--- src/rtl/dp_ram_fifo_ctrl.sv ---
// FIFO controller for an external dual-port RAM with 1-cycle read latency.
// Ports: clk_in/rst_n_in, clear, push/pop requests, status, RAM port.
module dp_ram_fifo_ctrl #(
  parameter int addr_width = 8,
  parameter int data_width = 32,
  parameter int af_level   = 2**addr_width-2
) (
  input  logic                  clk_in,
  input  logic                  rst_n_in,
  input  logic                  clear,
  input  logic                  push_req,
  input  logic [data_width-1:0] push_data,
  input  logic                  pop_req,
  output logic [data_width-1:0] pop_data,
  output logic                  pop_valid,
  output logic                  full,
  output logic                  empty,
  output logic                  almost_full,
  output logic [addr_width:0]   count,
  output logic                  overflow,
  output logic                  underflow,
  output logic                  ram_wr_en,
  output logic                  ram_rd_en,
  output logic [addr_width-1:0] ram_wr_addr,
  output logic [addr_width-1:0] ram_rd_addr,
  output logic [data_width-1:0] ram_data_in,
  input  logic [data_width-1:0] ram_data_out
);

  localparam int PW = addr_width + 1;
  localparam logic [addr_width:0] AF_LVL =
    PW'(af_level);

  logic [addr_width:0] r_wr_ptr;
  logic [addr_width:0] r_rd_ptr;
  logic                r_pop_valid;
  logic                r_ovf;
  logic                r_udf;

  logic w_push_acc;
  logic w_pop_acc;
  logic w_full;
  logic w_empty;

  assign w_empty = (r_wr_ptr == r_rd_ptr);
  assign w_full  =
    (r_wr_ptr[addr_width] != r_rd_ptr[addr_width]) &&
    (r_wr_ptr[addr_width-1:0] ==
     r_rd_ptr[addr_width-1:0]);

  // rst_n_in gates the enables so the RAM sees no
  // strobes while the pointers are held in reset.
  assign w_push_acc =
    rst_n_in & push_req & ~w_full & ~clear;
  assign w_pop_acc  =
    rst_n_in & pop_req & ~w_empty & ~clear;

  assign ram_wr_en   = w_push_acc;
  assign ram_rd_en   = w_pop_acc;
  assign ram_wr_addr = r_wr_ptr[addr_width-1:0];
  assign ram_rd_addr = r_rd_ptr[addr_width-1:0];
  assign ram_data_in = push_data;

  assign pop_data    = ram_data_out;
  assign pop_valid   = r_pop_valid;
  assign full        = w_full;
  assign empty       = w_empty;
  assign count       = r_wr_ptr - r_rd_ptr;
  assign almost_full = (count >= AF_LVL);
  assign overflow    = r_ovf;
  assign underflow   = r_udf;

  always_ff @(posedge clk_in or negedge rst_n_in) begin
    if (!rst_n_in) begin
      r_wr_ptr    <= '0;
      r_rd_ptr    <= '0;
      r_pop_valid <= 1'b0;
      r_ovf       <= 1'b0;
      r_udf       <= 1'b0;
    end else if (clear) begin
      r_wr_ptr    <= '0;
      r_rd_ptr    <= '0;
      r_pop_valid <= 1'b0;
      r_ovf       <= 1'b0;
      r_udf       <= 1'b0;
    end else begin
      if (w_push_acc)
        r_wr_ptr <= r_wr_ptr + 1'b1;
      if (w_pop_acc)
        r_rd_ptr <= r_rd_ptr + 1'b1;
      r_pop_valid <= w_pop_acc;
      if (push_req && w_full)
        r_ovf <= 1'b1;
      if (pop_req && w_empty)
        r_udf <= 1'b1;
    end
  end

endmodule

--- config.mk ---
export PLATFORM = sky130hd
export DESIGN_NAME = dp_ram_fifo_ctrl
export DESIGN_NICKNAME = d
export VERILOG_FILES = /design/src/rtl/dp_ram_fifo_ctrl.sv
export SDC_FILE = /design/constraint.sdc
export NUM_CORES = 1
export LEC_CHECK = 0
export ABC_AREA = 1
export BUFFER_PORTS_ARGS = -buffer_cell sky130_fd_sc_hd__buf_2
export CAP_MARGIN = 20
export CORE_ASPECT_RATIO = 0.5
export CORE_MARGIN = 3
export CORE_UTILIZATION = 42
export DETAILED_ROUTE_END_ITERATION = 10
export PLACE_DENSITY_LB_ADDON = 0.08
export SETUP_SLACK_MARGIN = 0.2
export SLEW_MARGIN = 5
export SYNTH_ARGS = -nofsm -noshare
export SYNTH_HDL_FRONTEND = slang
export SYNTH_SLANG_ARGS = --single-unit
--- constraint.sdc ---
create_clock -name clk_in -period 1.9 [get_ports clk_in]
set_input_delay 0 -clock clk_in [delete_from_list [all_inputs] [get_ports clk_in]]
set_output_delay 0 -clock clk_in [all_outputs]
set_load 0.005 [all_outputs]
==> qor.yml <==
yosys-top-cells-area: "sky130_fd_sc_hd__buf_4, sky130_fd_sc_hd__dfrtp_1, sky130_fd_sc_hd__nand2_1"
unrepaired_setup_endpoints_after_global_routing: "true"
drt_wl_total_mm: 6.576
final_layout_size_suffix_gt1_share_pct: 52.57
finalSetupViolCount: 18
floorplan.initialDensity_pct: 45.47
post-route-util_pct: 55.58
yosysSeqAreaShare_pct: 22.51
p_per_area_nw_per_um2: 362.1
port-buffer-count: 37
critPathKind: "register to output port"
ant_nets: 0
async_set_or_reset_flop_fraction_in_the_synthesized_netlist_pct: 100.0
antenna_found_initial: 0
power.static_leakage_nw: 1.477
timing.critical_path.from_type: "register"
skew_ns: 0.002693
max_slew.worst_pin.slew_ns: 0.6523
die_width_um: 111.4
synthesis.instances: 321
distinct_cell_type_count_of_the_synthesized_netlist: 30
grtUsageMet2_pct: 31.19
slew_headroom_pct: 56.52
netlist_area_um2: 2335
drt-wirelength-per-cell_um: 16.40
critPathMaxFanout: 3
clock_tree.buffer_depth: 2
layoutNonFillerInstCount: 401
dominantRegCellSynth: "sky130_fd_sc_hd__dfrtp_1"
dr_total_vias: 1985
clk_transition_reported_paths_ns: 0.08
first_pass_iters: 4
max_cap_violations: 0
post_route_worst_setup_slack_ns: -0.1180
clkLatencyLatePin_ns: 0.26
gp_routability_congestion: 0.8337
grtUsageMet3_pct: 6.263
synth_area_leader_cell: "sky130_fd_sc_hd__buf_4"
synth_top_cell_area_share_pct: 26.05
maximum_achievable_frequency_mhz: 495.5
crit_arrival_ns: 2.02
core_um2: 5135
syn2layout_area_growth_pct: 22.24
post_drt_via_cell_ratio: 4.950
design_area_um2: 2854
hpwl_mm: 4.993
post-place-cells: 369
run_status: "finished with violations"
synthesis.area_per_instance_um2: 7.273
drt-initial-drc-count: 57
finalCritPeriodShare_pct: 106.2
timing.critical_path.to_type: "output port"
grt_first_pass_wirelength_mm: 10.09
vdd_ir_drop_max_v: 0.0002141
numCtsBuffers: 3
ys_warn_count: 0
synth.net_count: 401
number_of_global_route_vias_before_repair: 1883
cts_root_buf: "sky130_fd_sc_hd__clkbuf_8"
nNetsFinal: 412
floorplan.die_area_um2: 6544
final_hold_viol_count: 0
final_max_slew_viol_count: 0
numClockSinks: 21
num_antenna_cells: 0
grt_remaining_overflow: 0
gr-usage-all-layers_pct: 19.32
global_route.peak_usage_layer: "met2"
tritoncts_clock_tree: "done"
min-delay-path-class: "input port to output port"
period_minus_slack_ns: 2.018
crit_required_ns: 1.90
dpl_cell_area_um2: 2167
failed_checks: "negative setup slack"
row_count: 18
drc: 0
synth_enable_flop_cells: 0
use_met1_pct: 24.83
postSynthRegisterBits: 21
grt_start_max_net_pins: 23
die-height_um: 58.72
htree_levels: 1
design.portCount: 166
-- flip-flops by register name, summed over array words and instances (netlist names) --
name and cells:
r_wr_ptr 9, pop_valid 1, r_rd_ptr 9, overflow 1, underflow 1
-- per-layer routing --
| layer | vias to the layer above | part of all wire (%) |
|---|---|---|
| met4 | 0 | 2.1 |
| met2 | 107 | 46 |
| li1 | 966 | - |
| met5 | - | 0 |
| met3 | 24 | 9.9 |
| met1 | 888 | 42 |
-- final timing paths --
path | from | to | slack, ns | depth (start not counted)
max reg2reg | r_rd_ptr[1]$_DFFE_PN0P_ | r_rd_ptr[7]$_DFFE_PN0P_ | -0.08 | 12
min | ram_data_out[20] | pop_data[20] | 0.000002 | 0
max in group asynchronous | rst_n_in | r_rd_ptr[2]$_DFFE_PN0P_ | 1.06 | 3
min reg2reg | overflow$_DFFE_PN0P_ | overflow$_DFFE_PN0P_ | 0.53 | 2
max | r_rd_ptr[0]$_DFFE_PN0P_ | almost_full | -0.12 | 11
min in group asynchronous | rst_n_in | r_wr_ptr[8]$_DFFE_PN0P_ | 0.29 | 2
-- Yosys cell counts (all sizes together) (3+ instances only) --
cell type,number
ha,10
nand3b,5
buf,82
nor2,16
nor3,5
xnor2,3
inv,40
o21ai,11
nand3,40
dfrtp,21
xor2,9
a21oi,7
nand4,3
nand2,64
-- what timing repair did --
| item | in CTS | in global routing |
|---|---|---|
| endpoints found under the hold margin | 17 | 0 |
| gates resized for setup | 58 | 41 |
| setup buffers | 14 | 10 |
| endpoints found under the setup margin | 29 | 32 |
| hold buffers | 2 | 0 |
| pin swaps | 24 | 20 |
| gates cloned | 2 | 0 |
-- critical path, stage by stage, from the launching register on --
cell and delay (ns):
sky130_fd_sc_hd__dfrtp_2 0.45, sky130_fd_sc_hd__ha_4 0.17, sky130_fd_sc_hd__fa_2 0.35, sky130_fd_sc_hd__inv_4 0.08, sky130_fd_sc_hd__buf_4 0.10, sky130_fd_sc_hd__nor2_2 0.03
sky130_fd_sc_hd__nor3_2 0.15, sky130_fd_sc_hd__nand3_1 0.11, sky130_fd_sc_hd__nor2_1 0.09, sky130_fd_sc_hd__nand2_1 0.06, sky130_fd_sc_hd__nand2_1 0.05, sky130_fd_sc_hd__buf_2 0.10
-- metrics by stage --
stage / power, mW / setup WS [ns] / setup TNS [ns] / hold WS, ns
after floorplan: 0.6723 / 0.2069 / 0 / -0.2956
after global placement: 0.6309 / 0.009813 / 0 / 0.00003806
after detailed placement: 0.6325 / 0.01857 / 0 / 0.00003806
after CTS: 0.9939 / -0.1097 / -0.1622 / 0.00003806
after global routing: 1.093 / -0.2377 / -3.261 / 0.000009181
final: 1.034 / -0.1180 / -0.9392 / 0.000002286
-- kinds of logic after synthesis --
kind of cell               share of synthesized area [%]
DFF                                                22.51
buffers and inverters                              32.96
xor gates and xnor gates                           4.502
AOI/OAI and AO/OA                                  4.663
adders and majority gates                          6.217
and+or+nand+nor                                    29.15
-- cell usage in the layout, fill, tap and decap left out, types with 7 or more instances in the layout --
master,count
sky130_fd_sc_hd__nand2_1,49
sky130_fd_sc_hd__buf_2,34
sky130_fd_sc_hd__buf_4,31
sky130_fd_sc_hd__inv_1,22
sky130_fd_sc_hd__nand3_1,20
sky130_fd_sc_hd__buf_6,19
sky130_fd_sc_hd__dfrtp_1,19
sky130_fd_sc_hd__nand3_2,15
sky130_fd_sc_hd__nor2_1,13
sky130_fd_sc_hd__inv_2,12
sky130_fd_sc_hd__nand2_2,11
sky130_fd_sc_hd__xor2_1,9
sky130_fd_sc_hd__o21ai_2,8
sky130_fd_sc_hd__ha_4,8
sky130_fd_sc_hd__nand3_4,7
-- area by class of cell --
cell class                 count  area (um^2)
clock buffer                   4        45.04
fill                         495         2281
inverter                      41        168.9
multi-input combinational    179         1388
sequential                    21        528.0
tap                           70        87.58
timing repair buffer          86        636.9
-- power by group --
part           switching, mW  internal (mW)  total (mW)
clock network          0.159          0.150       0.309
registers            0.00500          0.453       0.458
logic                  0.148          0.119       0.266
Power figures use the tool's default switching activity.
